<file path="src/rtl/rx_serial_pkg.sv">
// Shared state encoding, timing constants and parity helper for the 7O1 serial receiver.
// The macro RX_PARITY_CHECK_EN enables the odd-parity check; without it erro_paridade stays 0.
package rx_serial_pkg;

  typedef enum logic [2:0] {
    INICIAL  = 3'd0,
    ESPERA   = 3'd1,
    CONFIRMA = 3'd2,
    RECEPCAO = 3'd3,
    ARMAZENA = 3'd4,
    FINAL    = 3'd5
  } estado_t;

  localparam int unsigned BAUD_DIV      = 434;
  localparam int unsigned HALF_DIV      = 217;
  localparam int unsigned NUM_DATA_BITS = 7;
  localparam int unsigned NUM_SAMPLES   = 9;
  localparam int unsigned CNT_W         = 9;
  localparam int unsigned SAMPLE_CNT_W  = 4;

`ifdef RX_PARITY_CHECK_EN
  // Odd parity: data bits plus parity bit must carry an odd number of ones.
  function automatic logic erro_paridade_impar(input logic [NUM_DATA_BITS:0] bits);
    return ~(^bits);
  endfunction
`endif

endpackage

</file>
<file path="src/rtl/contador_baud.sv">
// Half-bit / full-bit timing counter for the serial receiver; restarted by zera,
// advanced by conta, meio selects the half-bit terminal count.
module contador_baud
  import rx_serial_pkg::*;
(
  input  logic clock,
  input  logic reset,
  input  logic zera,
  input  logic conta,
  input  logic meio,
  output logic tick_meio,
  output logic tick_bit
);

  logic [CNT_W-1:0] cnt_q;
  logic [CNT_W-1:0] cnt_d;

  assign tick_meio = conta & meio  & (cnt_q == CNT_W'(HALF_DIV - 1));
  assign tick_bit  = conta & ~meio & (cnt_q == CNT_W'(BAUD_DIV - 1));

  // Next count: wrap on either terminal count so sampling stays phase-locked.
  always_comb begin
    cnt_d = cnt_q;
    if (zera) begin
      cnt_d = '0;
    end else if (conta) begin
      if (tick_meio || tick_bit) begin
        cnt_d = '0;
      end else begin
        cnt_d = cnt_q + CNT_W'(1);
      end
    end else begin
      cnt_d = cnt_q;
    end
  end

  // Counter register.
  always_ff @(posedge clock or negedge reset) begin
    if (!reset) begin
      cnt_q <= '0;
    end else begin
      cnt_q <= cnt_d;
    end
  end

endmodule

</file>
<file path="src/rtl/rx_serial_7o1.sv">
// 7O1 serial receiver (115200 baud at 50 MHz): synchronizer, FSM, shift register, status flags.
// Define RX_PARITY_CHECK_EN to enable the odd-parity check on erro_paridade.
module rx_serial_7o1
  import rx_serial_pkg::*;
(
  input  logic       clock,
  input  logic       reset,
  input  logic       dado_serial,
  input  logic       limpa,
  output logic [6:0] dados_ascii,
  output logic       pronto,
  output logic       tem_dado,
  output logic       erro_paridade,
  output logic       erro_frame,
  output logic       erro_overrun,
  output logic [3:0] db_estado
);

  estado_t                   state_q, state_d;
  logic                      sync1_q, sync2_q, prev_q;
  logic [SAMPLE_CNT_W-1:0]   bit_cnt_q, bit_cnt_d;
  logic [NUM_SAMPLES-1:0]    shift_q, shift_d;
  logic [NUM_DATA_BITS-1:0]  dados_q, dados_d;
  logic                      pronto_q, pronto_d;
  logic                      tem_dado_q, tem_dado_d;
  logic                      erro_frame_q, erro_frame_d;
  logic                      overrun_q, overrun_d;
  logic                      zera, conta, meio, tick_meio, tick_bit;
  logic                      queda;
`ifdef RX_PARITY_CHECK_EN
  logic                      erro_par_q, erro_par_d;
`endif

  contador_baud u_contador_baud (
    .clock     (clock),
    .reset     (reset),
    .zera      (zera),
    .conta     (conta),
    .meio      (meio),
    .tick_meio (tick_meio),
    .tick_bit  (tick_bit)
  );

  // Only a 1->0 transition of the synchronized line may start a frame.
  assign queda = prev_q & ~sync2_q;

  // Line synchronizer and edge-detect history; idle level is 1.
  always_ff @(posedge clock or negedge reset) begin
    if (!reset) begin
      sync1_q <= 1'b1;
      sync2_q <= 1'b1;
      prev_q  <= 1'b1;
    end else begin
      sync1_q <= dado_serial;
      sync2_q <= sync1_q;
      prev_q  <= sync2_q;
    end
  end

  // Next-state, datapath and flag logic.
  always_comb begin
    state_d      = state_q;
    bit_cnt_d    = bit_cnt_q;
    shift_d      = shift_q;
    dados_d      = dados_q;
    erro_frame_d = erro_frame_q;
    tem_dado_d   = tem_dado_q;
    overrun_d    = overrun_q;
    zera         = 1'b0;
    conta        = 1'b0;
    meio         = 1'b0;
    pronto_d     = (state_q == ARMAZENA);
`ifdef RX_PARITY_CHECK_EN
    erro_par_d   = erro_par_q;
`endif
    if (limpa) begin
      tem_dado_d = 1'b0;
      overrun_d  = 1'b0;
    end else begin
      tem_dado_d = tem_dado_q;
      overrun_d  = overrun_q;
    end
    case (state_q)
      INICIAL: begin
        zera    = 1'b1;
        state_d = ESPERA;
      end
      ESPERA: begin
        zera = 1'b1;
        if (queda) state_d = CONFIRMA;
        else       state_d = ESPERA;
      end
      CONFIRMA: begin
        conta     = 1'b1;
        meio      = 1'b1;
        bit_cnt_d = '0;
        if (tick_meio) begin
          if (!sync2_q) state_d = RECEPCAO;
          else          state_d = ESPERA;
        end else begin
          state_d = CONFIRMA;
        end
      end
      RECEPCAO: begin
        conta = 1'b1;
        if (tick_bit) begin
          shift_d   = {sync2_q, shift_q[NUM_SAMPLES-1:1]};
          bit_cnt_d = bit_cnt_q + SAMPLE_CNT_W'(1);
          if (bit_cnt_q == SAMPLE_CNT_W'(NUM_SAMPLES - 1)) state_d = ARMAZENA;
          else                                             state_d = RECEPCAO;
        end else begin
          state_d = RECEPCAO;
        end
      end
      ARMAZENA: begin
        dados_d      = shift_q[NUM_DATA_BITS-1:0];
        erro_frame_d = ~shift_q[NUM_SAMPLES-1];
`ifdef RX_PARITY_CHECK_EN
        erro_par_d   = erro_paridade_impar(shift_q[NUM_DATA_BITS:0]);
`endif
        state_d      = FINAL;
      end
      FINAL: begin
        // A coincident acknowledge keeps the new character but drops the overrun.
        tem_dado_d = 1'b1;
        overrun_d  = ~limpa & (overrun_q | tem_dado_q);
        state_d    = ESPERA;
      end
      default: begin
        state_d = INICIAL;
      end
    endcase
  end

  // State and datapath registers.
  always_ff @(posedge clock or negedge reset) begin
    if (!reset) begin
      state_q      <= INICIAL;
      bit_cnt_q    <= '0;
      shift_q      <= '0;
      dados_q      <= '0;
      pronto_q     <= 1'b0;
      tem_dado_q   <= 1'b0;
      erro_frame_q <= 1'b0;
      overrun_q    <= 1'b0;
    end else begin
      state_q      <= state_d;
      bit_cnt_q    <= bit_cnt_d;
      shift_q      <= shift_d;
      dados_q      <= dados_d;
      pronto_q     <= pronto_d;
      tem_dado_q   <= tem_dado_d;
      erro_frame_q <= erro_frame_d;
      overrun_q    <= overrun_d;
    end
  end

`ifdef RX_PARITY_CHECK_EN
  // Parity status register.
  always_ff @(posedge clock or negedge reset) begin
    if (!reset) begin
      erro_par_q <= 1'b0;
    end else begin
      erro_par_q <= erro_par_d;
    end
  end
  assign erro_paridade = erro_par_q;
`else
  assign erro_paridade = 1'b0;
`endif

  assign dados_ascii  = dados_q;
  assign pronto       = pronto_q;
  assign tem_dado     = tem_dado_q;
  assign erro_frame   = erro_frame_q;
  assign erro_overrun = overrun_q;
  assign db_estado    = {1'b0, state_q};

endmodule

</file>
<file path="config.mk">
export PLATFORM = sky130hd
export DESIGN_NAME = rx_serial_7o1
export DESIGN_NICKNAME = d
export VERILOG_FILES = /design/src/rtl/rx_serial_pkg.sv /design/src/rtl/contador_baud.sv /design/src/rtl/rx_serial_7o1.sv
export SDC_FILE = /design/constraint.sdc
export NUM_CORES = 1
export LEC_CHECK = 0
export CELL_PAD_IN_SITES_DETAIL_PLACEMENT = 1
export CELL_PAD_IN_SITES_GLOBAL_PLACEMENT = 2
export CORE_UTILIZATION = 35
export CTS_CLUSTER_DIAMETER = 60
export DETAILED_ROUTE_END_ITERATION = 10
export HOLD_SLACK_MARGIN = 0.1
export PLACE_DENSITY = 0.82
export SLEW_MARGIN = 40
export SYNTH_ARGS = -nofsm -noshare
export SYNTH_HDL_FRONTEND = slang
export SYNTH_SLANG_ARGS = --single-unit
</file>
<file path="constraint.sdc">
create_clock -name clock -period 2.8 [get_ports clock]
set_input_delay 0.28 -clock clock [delete_from_list [all_inputs] [get_ports clock]]
set_output_delay 0.28 -clock clock [all_outputs]
set_load 0.01 [all_outputs]
</file>
==> flow_summary.json <==
{
  "dr.pass1.iters": 4,
  "synth-simple-area-share_pct": 20.3,
  "cts_buffers": 5,
  "ctsHoldBuffers": 1,
  "fmax_mhz": 472,
  "drc_errors": 0,
  "max_slew_margin_pct": 55.1,
  "max-vdd-ir-drop_uv": 315,
  "place_congestion": 0.822,
  "die_y_um": 73.2,
  "ys_top_cells_by_area": "dfrtp_1 (51%), nand2_1 (8.7%), mux2_2 (6.3%), dfstp_2 (4.4%), ha_1 (3.5%)",
  "ys_ff_latch": 39,
  "start_kind": "flip-flop",
  "synthXorXnorAreaFrac_pct": 1.97,
  "drt-met1-wl_mm": 1.64,
  "vias_per_cell": 4.97,
  "wirelength_mm": 3.62,
  "tightest_slew_ns": 0.673,
  "post-route-period-util_pct": 75.6,
  "layout-drive-gt1-share_pct": 13.6,
  "ys_types": 42,
  "grt_usage_pct": 15.8,
  "clock_skew_ns": 0.0104,
  "synth_top_area_share_pct": 50.8,
  "path_clk_slew_ns": 0.07,
  "syn_avg_cell_area_sq_um": 10.5,
  "setup_viol": 0,
  "postSynthCellCount": 169,
  "cts_setup_buffers": 0,
  "diodes": 0,
  "cts_root_buf": "clkbuf_8",
  "synth_edf_count": 0,
  "vias": 1282,
  "grt_max_degree": 40,
  "cts.path.max_buffers": 2,
  "syn_to_final_growth_pct": 19.7,
  "die_w_um": 73.2,
  "max-cap-violations": 0,
  "synth_top_area_cell": "dfrtp_1",
  "antenna_found_initial": 0,
  "postRouteAntennaNets": 0,
  "ios": 20,
  "crit_arrival_ns": 2.29,
  "cellPowerDensity_nw_per_um2": 629,
  "start_util_pct": 37.1,
  "synthTopCellsByCount": "nand2_1 (41), dfrtp_1 (36), mux2_2 (10)",
  "hold_violations": 0,
  "core_sq_um": 4790,
  "synth_compound_area_share_pct": 8.60,
  "end_kind": "flip-flop",
  "synth_top_family_by_area": "simple AND/OR/NAND/NOR gates",
  "grt_pass1_wl_mm": 6.27,
  "rsz0062_at_grt": "false",
  "tns_ns": 0,
  "grt-ovfl-total": 0,
  "fin_nets": 199,
  "place_ws_ns": 0.687,
  "yosysSeqAreaShare_pct": 55.2,
  "ctsResizeCount": 0,
  "die_area_sq_um": 5360,
  "syn-cell-area_sq_um": 1770,
  "cts_tree": "yes",
  "min_path_type": "reg2reg",
  "insertion_delay_ns": 0.29,
  "routedWlPerCell_um": 14.0,
  "dr_wl_met2_mm": 1.79,
  "routed.top_layer": "met4",
  "run_status": "completed",
  "timing.hold.ws_ns": 0.359,
  "drt_iter0_markers": 43,
  "muxShareOfSynthArea_pct": 6.91,
  "yosysMostFrequentCell": "nand2_1",
  "crit_type": "reg2reg",
  "critPathMaxFanout": 7,
  "min_period_ns": 2.12,
  "numPortBuffers": 17,
  "yosys_most_used_dff": "dfrtp_1",
  "wl_met3_um": 106,
  "grt_pass1_vias": 1335,
  "rows": 25,
  "synth-async-reset-ratio_pct": 100,
  "dp_hpwl_mm": 2.63,
  "drv_slew": 0,
  "cts-htree-levels": 2,
  "timing.final.ws_setup_ns": 0.682,
  "worstPathRequired_ns": 2.98,
  "p_leak_nw": 0.984,
  "synth_fa_ha_area_share_pct": 3.53,
  "yosysWarningCount": 0,
  "cts_num_sinks": 39
}
metrics by stage:
step / total power [mW] / utilization (%) / instances / area (sq um)
final: 1.34 / 44.4 / 258 / 2120
after global routing: 1.42 / 44.4 / 258 / 2120
after CTS: 1.36 / 44.4 / 258 / 2120
after detailed placement: 0.888 / 41.8 / 249 / 2000
after global placement: 0.877 / 41.8 / 249 / 2000
after floorplan: 0.797 / - / 170 / 1780
cell type report:
| cell class | count | area, sq um |
|---|---|---|
| clock buffer | 5 | 68.8 |
| clock inverter | 3 | 43.8 |
| fill | 545 | 2660 |
| inverter | 8 | 30.0 |
| multi-input combinational | 118 | 741 |
| sequential | 39 | 980 |
| tap | 67 | 83.8 |
| timing repair buffer | 18 | 178 |
worst max-delay path, cell delays in order, from the launching register on:
cell and delay [ns]:
dfrtp_1 0.41, inv_1 0.09, ha_1 0.14, or4b_4 0.46, o31a_1 0.37, or2_1 0.27, mux2_2 0.26
metal layers:
| metal | track usage, % | vias to the layer above |
|---|---|---|
| li1 | - | 612 |
| met1 | 18.1 | 641 |
| met2 | 27.8 | 21 |
| met3 | 3.73 | 8 |
| met4 | 6.75 | 0 |
| met5 | 0 | - |
logic make-up (layout without fill, tap and decap cells):
family | after synthesis | after routing
buf+inv | 13 | 34
flops | 39 | 39
other cells | 1 | 2
simple gates | 73 | 73
mux | 11 | 11
compound gates | 23 | 23
xor+xnor | 4 | 4
fa+ha+maj | 5 | 5
state kept, by name, indices dropped and copies added, names as in the netlist, 3 cells and up:
name,cells
shift_q,9
bit_cnt_q,4
dados_ascii,7
state_q,3
u_contador_baud.cnt_q,9
final timing paths:
| check | from | to | slack, ns | depth (start not counted) |
|---|---|---|---|---|
| max | u_contador_baud.cnt_q[0] | u_contador_baud.cnt_q[0] | 0.68 | 6 |
| min | sync1_q | sync2_q | 0.36 | 0 |
| max reg2reg | u_contador_baud.cnt_q[0] | u_contador_baud.cnt_q[0] | 0.68 | 6 |
| min reg2reg | sync1_q | sync2_q | 0.36 | 0 |
| max in group asynchronous | reset | prev_q | 1.94 | 2 |
| min in group asynchronous | reset | dados_ascii[2] | 0.50 | 2 |
placed cells by master (no fill, tap or decap), types with 4 or more instances in the layout:
| master | n |
|---|---|
| clkbuf_8 | 5 |
| clkdlybuf4s50_1 | 16 |
| dfrtp_1 | 36 |
| ha_1 | 5 |
| inv_1 | 7 |
| mux2_2 | 10 |
| nand2_1 | 41 |
| nor2_1 | 6 |
| nor3_1 | 4 |
| o21ai_0 | 8 |
power breakdown:
part	internal [mW]	switching (mW)	leakage, nW
combinational	0.112	0.129	0.398
clock	0.265	0.194	0.0581
sequential	0.595	0.0414	0.528
total	0.972	0.365	0.984
(Power assumes the default switching activity.)
